## src/rtl/complex_multiplier_axis.sv

```systemverilog
// Pipelined signed complex multiplier (A*B) with valid-only AXI-Stream ports and fixed latency.
// Optional macro CMULT_ROUND_EN adds round-half-up before the output slice.
module complex_multiplier_axis #(
  parameter int OPERAND_WIDTH_A   = 16,
  parameter int OPERAND_WIDTH_B   = 16,
  parameter int OPERAND_WIDTH_OUT = 16,
  parameter int STAGES            = 6,
  parameter int BLOCKING          = 0,
  parameter int GROWTH_BITS       = -2
) (
  input  logic                           aclk,
  input  logic                           aresetn,
  input  logic [2*OPERAND_WIDTH_A-1:0]   s_axis_a_tdata,
  input  logic                           s_axis_a_tvalid,
  input  logic [2*OPERAND_WIDTH_B-1:0]   s_axis_b_tdata,
  input  logic                           s_axis_b_tvalid,
  output logic [2*OPERAND_WIDTH_OUT-1:0] m_axis_dout_tdata,
  output logic                           m_axis_dout_tvalid
);
  localparam int WA    = OPERAND_WIDTH_A;
  localparam int WB    = OPERAND_WIDTH_B;
  localparam int WO    = OPERAND_WIDTH_OUT;
  localparam int P     = WA + WB + 1;
  localparam int SHIFT = WA + WB - WO + 1 + GROWTH_BITS;
  // The slice may reach above the full-precision sum, so widen to cover it.
  localparam int EW    = (SHIFT + WO > P) ? SHIFT + WO : P;

`ifdef CMULT_ROUND_EN
  localparam logic signed [EW-1:0] RND =
    (SHIFT > 0) ? ({{(EW-1){1'b0}}, 1'b1} << ((SHIFT > 0) ? SHIFT - 1 : 0)) : '0;
`else
  localparam logic signed [EW-1:0] RND = '0;
`endif

  logic                      issue_s;
  logic [2*WA-1:0]           a_sel_s;
  logic [2*WB-1:0]           b_sel_s;
  logic signed [WA-1:0]      ar_q, ai_q;
  logic signed [WB-1:0]      br_q, bi_q;
  logic signed [WA+WB-1:0]   p_rr_q, p_ii_q, p_ri_q, p_ir_q;
  logic signed [EW-1:0]      pr_s, pi_s;
  logic [2*WO-1:0]           slice_s, out_src_s, out_q;
  logic [STAGES:1]           vld_q;

  generate
    if (BLOCKING != 0) begin : g_hold
      logic [2*WA-1:0] a_hold_q, a_hold_d;
      logic [2*WB-1:0] b_hold_q, b_hold_d;
      logic            a_pend_q, a_pend_d, a_pend_s;
      logic            b_pend_q, b_pend_d, b_pend_s;

      // Pairing: a fresh beat bypasses the hold register, both pendings clear on issue
      always_comb begin
        a_pend_s = s_axis_a_tvalid | a_pend_q;
        b_pend_s = s_axis_b_tvalid | b_pend_q;
        a_sel_s  = s_axis_a_tvalid ? s_axis_a_tdata : a_hold_q;
        b_sel_s  = s_axis_b_tvalid ? s_axis_b_tdata : b_hold_q;
        issue_s  = a_pend_s & b_pend_s;
        a_hold_d = a_sel_s;
        b_hold_d = b_sel_s;
        a_pend_d = issue_s ? 1'b0 : a_pend_s;
        b_pend_d = issue_s ? 1'b0 : b_pend_s;
      end

      always_ff @(posedge aclk) begin
        if (!aresetn) begin
          a_hold_q <= '0;
          b_hold_q <= '0;
          a_pend_q <= 1'b0;
          b_pend_q <= 1'b0;
        end else begin
          a_hold_q <= a_hold_d;
          b_hold_q <= b_hold_d;
          a_pend_q <= a_pend_d;
          b_pend_q <= b_pend_d;
        end
      end
    end else begin : g_direct
      assign a_sel_s = s_axis_a_tdata;
      assign b_sel_s = s_axis_b_tdata;
      assign issue_s = s_axis_a_tvalid & s_axis_b_tvalid;
    end
  endgenerate

  // Stage 1 captures operands, stage 2 forms the four partial products
  always_ff @(posedge aclk) begin
    if (!aresetn) begin
      ar_q   <= '0;
      ai_q   <= '0;
      br_q   <= '0;
      bi_q   <= '0;
      p_rr_q <= '0;
      p_ii_q <= '0;
      p_ri_q <= '0;
      p_ir_q <= '0;
      vld_q  <= '0;
    end else begin
      ar_q   <= $signed(a_sel_s[WA-1:0]);
      ai_q   <= $signed(a_sel_s[2*WA-1:WA]);
      br_q   <= $signed(b_sel_s[WB-1:0]);
      bi_q   <= $signed(b_sel_s[2*WB-1:WB]);
      p_rr_q <= (WA+WB)'(ar_q) * (WA+WB)'(br_q);
      p_ii_q <= (WA+WB)'(ai_q) * (WA+WB)'(bi_q);
      p_ri_q <= (WA+WB)'(ar_q) * (WA+WB)'(bi_q);
      p_ir_q <= (WA+WB)'(ai_q) * (WA+WB)'(br_q);
      vld_q  <= {vld_q[STAGES-1:1], issue_s};
    end
  end

  // Stage 3 arithmetic: cross-term add/sub, optional rounding, rescale by bit slice
  always_comb begin
    pr_s    = EW'(p_rr_q) - EW'(p_ii_q) + RND;
    pi_s    = EW'(p_ri_q) + EW'(p_ir_q) + RND;
    slice_s = {WO'(pi_s >>> SHIFT), WO'(pr_s >>> SHIFT)};
  end

  generate
    if (STAGES > 3) begin : g_dly
      logic [2*WO-1:0] dly_q [STAGES-3];

      always_ff @(posedge aclk) begin
        if (!aresetn) begin
          for (int i = 0; i < STAGES - 3; i++) dly_q[i] <= '0;
        end else begin
          dly_q[0] <= slice_s;
          for (int i = 1; i < STAGES - 3; i++) dly_q[i] <= dly_q[i-1];
        end
      end
      assign out_src_s = dly_q[STAGES-4];
    end else begin : g_nodly
      assign out_src_s = slice_s;
    end
  endgenerate

  // Output register only loads on a valid product so tdata holds between beats
  always_ff @(posedge aclk) begin
    if (!aresetn) begin
      out_q <= '0;
    end else if (vld_q[STAGES-1]) begin
      out_q <= out_src_s;
    end else begin
      out_q <= out_q;
    end
  end

  assign m_axis_dout_tdata  = out_q;
  assign m_axis_dout_tvalid = vld_q[STAGES];
endmodule

```

## config.mk

```make
export PLATFORM = sky130hd
export DESIGN_NAME = complex_multiplier_axis
export DESIGN_NICKNAME = d
export VERILOG_FILES = /design/src/rtl/complex_multiplier_axis.sv
export SDC_FILE = /design/constraint.sdc
export NUM_CORES = 2
export LEC_CHECK = 0
export BUFFER_PORTS_ARGS = -buffer_cell sky130_fd_sc_hd__buf_4
export CORE_MARGIN = 3
export CORE_UTILIZATION = 55
export CTS_CLUSTER_DIAMETER = 100
export DETAILED_ROUTE_END_ITERATION = 10
export MAX_ROUTING_LAYER = met4
export PLACE_DENSITY_LB_ADDON = 0.3
export SYNTH_ARGS = -nofsm -noshare
export SYNTH_HDL_FRONTEND = slang
export SYNTH_SLANG_ARGS = --single-unit
export TNS_END_PERCENT = 10
```

## constraint.sdc

```tcl
create_clock -name aclk -period 12.6 [get_ports aclk]
set_input_delay 0.63 -clock aclk [delete_from_list [all_inputs] [get_ports aclk]]
set_output_delay 0.63 -clock aclk [all_outputs]
set_load 0.005 [all_outputs]
```

==> results_dict.tcl <==
set metrics [dict create \
    outcome "finished clean" \
    first_pass_iters 6 \
    crit_fanout 32 \
    die_width_um 304 \
    min_path_type "input pin to flop" \
    cts.sink_count 322 \
    crit_path_start_kind "flop" \
    syn_area_per_cell_um2 9.31 \
    postCtsHoldBufs 0 \
    synth_edf_count 0 \
    grt_overflow_total 0 \
    postLayoutCoreUtil_pct 59.7 \
    skew_ns 0.0327 \
    drc 0 \
    cts_tree "built" \
    num_rows 108 \
    drv_cap 0 \
    cts_buffer_depth 3 \
    path_delay_family "adder cells" \
    design_area_mm2 0.0522 \
    synth_largest_area_cell "fa_1" \
    routed_wl_um 117000 \
    via_per_inst 5.35 \
    period_share_pct 52.7 \
    coreArea_mm2 0.0876 \
    cts_root_buffer "clkbuf_16" \
    cts_resized 0 \
    setup_viol 0 \
    clk_pin_slew_ns 0.06 \
    power_density_mw_per_mm2 127 \
    syn-num-nets 6731 \
    synth.top_cells.by_count "inv_1, fa_1, and2_1" \
    ys_seq_area_share_pct 13.2 \
    gp_congestion 0.923 \
    synthTopCellsByArea "fa_1, dfxtp_1, ha_1" \
    arrival_ns 7.08 \
    track_usage_pct 27.6 \
    grt_start_max_net_pins 106 \
    start_util_pct 55.9 \
    rsz0062_at_grt "no" \
    peakVddDrop_mv 0.127 \
    yosys_warnings 0 \
    die_h_um 304 \
    reg2reg_slack_ns 5.96 \
    cts_setup_buffers 0 \
    relSlewSlack_pct 31.1 \
    path_buf_inv 4 \
    fin_ws_ns 5.96 \
    synth_cell_types 70 \
    crit_chain "and2_1 -> fa_1 -> inv_1 -> fa_1 -> fa_1 -> inv_1 -> fa_1 -> fa_1 -> inv_1 -> fa_1 -> inv_1 -> ha_1 -> a21o_1 -> a21o_1 -> a21oi_1 -> o21ai_1 -> a2111oi_4 -> o31ai_2 -> o41ai_2 -> xor2_1 -> nor2_1" \
    io_pins 101 \
    hpwl_um 88700 \
    leakagePower_nw 26.5 \
    n_fill_cell 7576 \
    final_cell_count_no_fill 6417 \
    port_buffers 100 \
    area_growth_pct 6.68 \
    yosysMostFrequentCell "inv_1" \
    critPathKind "flop to flop" \
    min_period_ns 6.64 \
    finalMaxSlewViolations 0 \
    synth_seq_cells 322 \
    grt_pass1_wl_um 199000 \
    pre_cts_slack_ns 6.06 \
    post_drt_wl_per_cell_um 18.2 \
    regArea_mm2 0.00645 \
    critPathSlowestCell "dfxtp_2" \
    ant_nets 0 \
    finalSetupTns_ns 0 \
    drive_gt1_share_pct 4.98 \
    drt_iter0_drc 2216 \
    h-tree-depth 2 \
    dp_cells 6340 \
    crit_top_cell "fa_1" \
    antenna_found_initial 0 \
    yosys_most_used_dff "dfxtp_1" \
    grt_pass1_vias 37500 \
    whs_ns 0.233 \
    final_nets 6699 \
    critical_path_required_ns 13.04 \
    worst_pin_slew_ns 1.03 \
    syn_inst 5261 \
    tritoncts.num_buffers 42 \
    die_area_mm2 0.0927 \
    finalHoldViolCount 0 \
    async_flop_share_pct 0 \
    dpl_cell_area_mm2 0.0507 \
    netlist_area_mm2 0.0490 \
    clk_latency_ns 0.61 \
    fin_total_pwr_mw 6.66 \
    clock.fmax_mhz 151 \
    multi_input_area_mm2 0.0373 \
    critPathCaptureType "flop" \
    cpPeakStageDelay_ns 0.92 \
    synth.top_cell.area_share_pct 41.9 \
    dr_total_vias 34400 \
]
metal layers:
| layer | part of all wire (%) | track usage (%) | up-vias | routed length [um] |
|---|---|---|---|---|
| met4 | 5.7 | 12.2 | 0 | 6670 |
| met3 | 7.7 | 4.36 | 263 | 8980 |
| met1 | 41 | 36.3 | 17400 | 48400 |
| met5 | 0 | - | - | 0 |
| met2 | 45 | 42.5 | 1239 | 52700 |
| li1 | - | - | 15500 | - |
final timing paths:
check,start,to,depth (start not counted)
setup / recovery,ai_q[9],p_ii_q[29],21
setup reg to reg,ai_q[9],p_ii_q[29],21
hold reg to reg,g_dly.dly_q[1][4],g_dly.dly_q[2][4],1
hold / removal,s_axis_b_tdata[29],bi_q[13],2
cell usage in the layout (no fill, tap or decap), types with 32 or more instances in the layout:
master | Yosys | layout
inv_1 | 1158 | 1157
fa_1 | 1024 | 1024
and2_1 | 629 | 629
nand2_1 | 548 | 548
ha_1 | 378 | 378
dfxtp_1 | 322 | 315
nor2_1 | 230 | 230
buf_4 | 0 | 161
a21oi_1 | 103 | 103
xnor2_1 | 85 | 85
o21ai_0 | 70 | 70
xor2_1 | 62 | 62
clkbuf_16 | 0 | 42
a21o_1 | 41 | 41
nor3_1 | 37 | 37
mux2i_1 | 37 | 37
nand2b_1 | 32 | 32
where the power goes:
group	switching, mW	internal, mW
Clock	0.517	0.760
Sequential	0.149	1.25
Combinational	2.33	1.65
flip-flops by register name, indices dropped and copies added (netlist names):
signal             cells
ai_q                  16
ar_q                  16
bi_q                  16
br_q                  16
g_dly.dly_q           96
m_axis_dout_tdata     32
p_ii_q                31
p_ir_q                31
p_ri_q                31
p_rr_q                31
vld_q                  6
cells by family (layout without fill, tap and decap cells):
group                      count (synthesis)  count (layout)  synth area share [%]
xor gates and xnor gates                 147             147                  2.63
muxes                                     37              37                 0.756
buffers and inverters                   1396            1396                  10.7
and+or+nand+nor                         1599            1599                  16.4
DFF                                      322             322                  13.2
other                                      0               1                     0
adders and majority gates               1402            1402                  51.5
AOI/OAI and AO/OA                        358             358                  4.83
area by class of cell:
class	instances	area share (%)
well taps	1155	2.77
repair buffers	162	2.33
flip-flops and latches	322	12.4
diodes	1	0.00479
inverters	1158	8.33
clock inverters	24	0.678
multi-input cells	3543	71.4
clock buffers	52	2.18
No activity file was read; power rests on OpenSTA's default activity.
